`src/rtl/if_fetch_stage.sv`:
```
// IF stage of the 5-stage MIPS pipeline: PC, instruction-memory req/ready fetch, IF/ID register,
// freeze/redirect handling and discard of stale in-flight responses.
module if_fetch_stage #(
  parameter logic [31:0] RESET_PC  = 32'h0000_0000,
  parameter logic [31:0] NOP_INSTR = 32'h0000_0000
) (
  input  logic        clk,
  input  logic        rst_n,
  input  logic        PC_IFWrite,
  input  logic        Z,
  input  logic        J,
  input  logic        JR,
  input  logic [31:0] BranchAddr,
  input  logic [31:0] JumpAddr,
  input  logic [31:0] JrAddr,
  output logic        IMemReq,
  output logic [31:0] IMemAddr,
  input  logic        IMemReady,
  input  logic [31:0] IMemRdata,
  output logic [31:0] Instruction_id,
  output logic [31:0] NextPC_id,
  output logic        Valid_id
);

  typedef enum logic [1:0] {IDLE, FETCH, HOLD, DISCARD} state_t;

  state_t      state;
  logic [31:0] pc;
  logic [31:0] buf_instr;
  logic [31:0] buf_nextpc;
  logic [31:0] redir_pc;
  logic        redirect;
  logic [31:0] target;
  logic [31:0] pc_plus4;

  always_comb begin
    redirect = PC_IFWrite & (JR | J | Z);
    if (JR)     target = {JrAddr[31:2], 2'b00};
    else if (J) target = {JumpAddr[31:2], 2'b00};
    else        target = {BranchAddr[31:2], 2'b00};
    pc_plus4 = pc + 32'd4;
  end

  // In DISCARD the PC still holds the address of the outstanding request,
  // so the fetch address stays stable until the stale response arrives.
  assign IMemReq  = (state == FETCH) || (state == DISCARD);
  assign IMemAddr = pc;

  always_ff @(posedge clk or negedge rst_n) begin
    if (!rst_n) begin
      state          <= IDLE;
      pc             <= RESET_PC;
      Instruction_id <= NOP_INSTR;
      NextPC_id      <= 32'h0;
      Valid_id       <= 1'b0;
      buf_instr      <= NOP_INSTR;
      buf_nextpc     <= 32'h0;
      redir_pc       <= RESET_PC;
    end else begin
      case (state)
        IDLE: state <= FETCH;

        FETCH: begin
          if (IMemReady) begin
            if (!PC_IFWrite) begin
              buf_instr  <= IMemRdata;
              buf_nextpc <= pc_plus4;
              state      <= HOLD;
            end else if (redirect) begin
              Instruction_id <= NOP_INSTR;
              Valid_id       <= 1'b0;
              pc             <= target;
            end else begin
              Instruction_id <= IMemRdata;
              NextPC_id      <= pc_plus4;
              Valid_id       <= 1'b1;
              pc             <= pc_plus4;
            end
          end else if (redirect) begin
            Instruction_id <= NOP_INSTR;
            Valid_id       <= 1'b0;
            redir_pc       <= target;
            state          <= DISCARD;
          end else if (PC_IFWrite) begin
            Instruction_id <= NOP_INSTR;
            Valid_id       <= 1'b0;
          end
        end

        HOLD: begin
          if (PC_IFWrite) begin
            if (redirect) begin
              Instruction_id <= NOP_INSTR;
              Valid_id       <= 1'b0;
              pc             <= target;
            end else begin
              Instruction_id <= buf_instr;
              NextPC_id      <= buf_nextpc;
              Valid_id       <= 1'b1;
              pc             <= pc_plus4;
            end
            state <= FETCH;
          end
        end

        DISCARD: begin
          if (PC_IFWrite) begin
            Instruction_id <= NOP_INSTR;
            Valid_id       <= 1'b0;
          end
          if (redirect) redir_pc <= target;
          if (IMemReady) begin
            pc    <= redirect ? target : redir_pc;
            state <= FETCH;
          end
        end

        default: state <= IDLE;
      endcase
    end
  end

endmodule

```
`config.mk`:
```
export PLATFORM = sky130hd
export DESIGN_NAME = if_fetch_stage
export DESIGN_NICKNAME = d
export VERILOG_FILES = /design/src/rtl/if_fetch_stage.sv
export SDC_FILE = /design/constraint.sdc
export NUM_CORES = 1
export LEC_CHECK = 0
export BUFFER_PORTS_ARGS = -buffer_cell sky130_fd_sc_hd__buf_2
export CORE_ASPECT_RATIO = 1.4
export CORE_MARGIN = 2
export CORE_UTILIZATION = 54
export CTS_CLUSTER_DIAMETER = 200
export CTS_CLUSTER_SIZE = 25
export DETAILED_ROUTE_END_ITERATION = 10
export PLACE_DENSITY = 0.83
export SYNTH_ARGS = -nofsm -noshare
export SYNTH_HDL_FRONTEND = slang
export SYNTH_SLANG_ARGS = --single-unit
```
`constraint.sdc`:
```
create_clock -name clk -period 2.7 [get_ports clk]
set_input_delay 0.405 -clock clk [delete_from_list [all_inputs] [get_ports clk]]
set_output_delay 0.405 -clock clk [all_outputs]
set_load 0.005 [all_outputs]
```
==> out/results.ini <==
[yosys]
ys_warn_count = 0
synth_edf_count = 0
synth_mux_area_share_pct = 5.39
synth_top_family_by_area = compound AO/OA/AOI/OAI gates
synth_compound_area_share_pct = 19.8
syn_inst = 1103
netlist_area_um2 = 9860
synth-xor-area-share_pct = 2.31
synth_cell_types = 65
synthArstFlopShare_pct = 100
yosys.area_share.simple_pct = 18.6
yosysSeqAreaShare_pct = 49.5
avgSynthCellArea_um2 = 8.94
synthAdderAreaFrac_pct = 0.127
synth_ff_type = dfrtp_1
synth.net_count = 1239
ys_seq_elements = 195

[placement]
dp_hpwl_um = 18800
gp_congestion = 0.868
io_buffers = 226
place_inst = 1513
post-place-ws_ns = 0.327

[cells_and_area]
register_area_um2 = 4880
diodes = 0
multi_input_area_um2 = 4610
drive_gt1_share_pct = 25.6
area_growth_pct = 21.0
final_nets = 1429
final_cells = 1546
final_util_pct = 66.5
fillers = 1467

[power]
p_clk_share_pct = 26.1
p_int_mw = 6.52
p_switching_mw = 3.47
power_leakage_nw = 5.74
power_per_cell_area_nw_per_um2 = 837
power_frac_seq_pct = 46.2
switching_share_pct = 34.8
p_comb_share_pct = 27.7
vdd_ir_drop_max_mv = 0.502

[job]
drv_cap = 0

[cts]
clkTransAtPathRegs_ns = 0.08
h-tree-depth = 4
post-cts-setup-buffers = 0
cts_tree = built
clock-sinks = 195
ctsResizeCount = 0
cts_inserted_buffers = 17
cts_buffer_depth = 2
clk-insertion-delay-late_ns = 0.44
root_buffer = clkbuf_16

[route]
routedWlPerCell_um = 16.5
routed_wl_um = 25500
drt_iter0_markers = 749
dr_wl_met2_um = 12700
drtPass1Iterations = 5
vias_per_cell = 5.73
vias = 8856
route.met3.wl_um = 1630
top_layer = met5
ant_nets = 0
m1WireLength_um = 10400
drc = 0

[floorplan]
die_area_um2 = 19400
core.rowCount = 58
io_pins = 233
start_util_pct = 55.0
core_area_um2 = 17900
die_x_um = 118
die_height_um = 164

[grt]
grt_max_degree = 67
grt_use_total_pct = 27.0
grt_overflow = 0
first_global_vias = 8464
antenna_found_initial = 2
grt_pass1_wl_um = 42400

[timing]
whs_ns = 0.179
hold_viol_final = 0
tns_ns = 0
max_slew_margin_pct = 52.2
layout_min_cycle_time_ns = 2.42
worst_slew_pin_slew_ns = 0.715
drv_slew = 0
layout_setup_ws_ns = 0.284
fin_skew_ns = 0.0127
grt_setup_unrepaired = false
clock.fmax_mhz = 414
setup_violations = 0
fin_crit_sh_pct = 89.5

[critical_path]
worstSetupEndpointType = flip-flop
cp.required_ns = 3.01
rr_endpoint = NextPC_id[26]
setup.worst_path.class = reg -> reg
crit_end = NextPC_id[26]
worstPathMaxFanout = 7
cp-start-kind = flip-flop
worstReg2RegStart = IMemAddr[3]
setup.worst_path.start = IMemAddr[3]
reg2reg_setup_slack_ns = 0.28
worst_ep_arrival_time_ns = 2.73
ff2ff_path_depth = 6

[outcome]
status = completed

[hold_path]
min_path_type = in -> reg

## critical path, stage by stage, from the launching register on
cell and delay, ns:
dfrtp_1 0.46, ha_1 0.35, and4_1 0.35, nand2_1 0.19
nor4_1 0.53, xnor2_1 0.26, o21ai_0 0.15
## stage by stage
stage | area [um2] | total power [mW]
3_5_place_dp | 11300 | 7.41
4_1_cts | 11900 | 10.0
3_3_place_gp | 11300 | 7.26
5_1_grt | 11900 | 10.6
6_report | 11900 | 9.98
2_1_floorplan | 9860 | 6.13
## Yosys cell counts, types with 12 or more instances
| library cell | number | area share, % |
|---|---|---|
| a21oi_1 | 50 | 2.5 |
| mux2_2 | 17 | 1.9 |
| buf_2 | 15 | 0.76 |
| xnor2_1 | 21 | 1.9 |
| nand2_1 | 241 | 9.2 |
| dfrtp_1 | 195 | 50 |
| clkbuf_1 | 67 | 2.6 |
| a22oi_1 | 35 | 2.7 |
| mux2i_1 | 34 | 3.5 |
| nor3_1 | 12 | 0.61 |
| and3_1 | 21 | 1.3 |
| a211oi_1 | 12 | 0.91 |
| nand3_1 | 33 | 1.7 |
| o21ai_0 | 155 | 7.9 |
| nor2_1 | 51 | 1.9 |
## logic make-up after synthesis
kind of cell    count (synthesis)
xor+xnor                       26
buf+inv                       101
simple gates                  407
compound gates                322
flops                         195
mux                            51
fa+ha+maj                       1
## cell type report
type	count	share of cell area, %
clock inverters	14	1.41
inverters	8	0.252
flip-flops and latches	195	40.9
well taps	240	2.52
clock buffers	18	3.68
repair buffers	264	12.6
multi-input cells	807	38.6
## layer usage
layer  up-vias  global-route usage (%)
met5         -                       0
met4         4                    11.0
met3        55                    5.83
met2       348                    46.1
met1      4197                    33.4
li1       4252                       -
## power by group through the flow
stage          Combinational (mW)  Clock, mW  Sequential [mW]
3_5_place_dp                 2.76          0             4.65
5_1_grt                      3.12       2.77             4.74
6_report                     2.77       2.60             4.61
2_1_floorplan                1.67          0             4.46
3_3_place_gp                 2.68          0             4.59
4_1_cts                      2.78       2.64             4.60
## state kept, by name, summed over array words and instances (netlist names)
register        flops
IMemAddr           32
redir_pc           32
state               2
buf_instr          32
Instruction_id     32
buf_nextpc         32
Valid_id            1
NextPC_id          32
## worst min path at each step
stage,start,end,slack (ns),depth (start not counted)
finish,IMemRdata[17],buf_instr[17],0.18,3
global route,IMemRdata[20],buf_instr[20],0.17,3
CTS,IMemRdata[8],buf_instr[8],0.17,3
detailed placement,rst_n,redir_pc[6],0.45,1
global placement,rst_n,redir_pc[6],0.45,1
floorplan,rst_n,IMemAddr[0],0.11,0
## layout by cell type, fill, tap and decap left out, types with 4 or more instances in the layout
cell,count
a211oi_1,12
a21o_1,10
a21oi_1,50
a22o_1,5
a22oi_1,35
a31oi_1,9
and2_1,6
and3_1,21
and4_1,4
buf_12,6
buf_2,225
buf_4,31
clkbuf_16,17
dfrtp_1,195
inv_1,8
inv_6,5
mux2_2,17
mux2i_1,34
nand2_1,240
nand3_1,33
nand4_1,11
nor2_1,48
nor3_1,12
nor4_1,6
o211ai_1,6
o21ai_0,154
o221a_2,4
o22a_1,4
o2bb2ai_1,6
xnor2_1,21
xor2_1,5
## timing repair
item	in CTS	in global routing
setup endpoints to repair	0	0
hold buffers	1	0
endpoints found under the hold margin	63	0
Power figures use the tool's default switching activity.
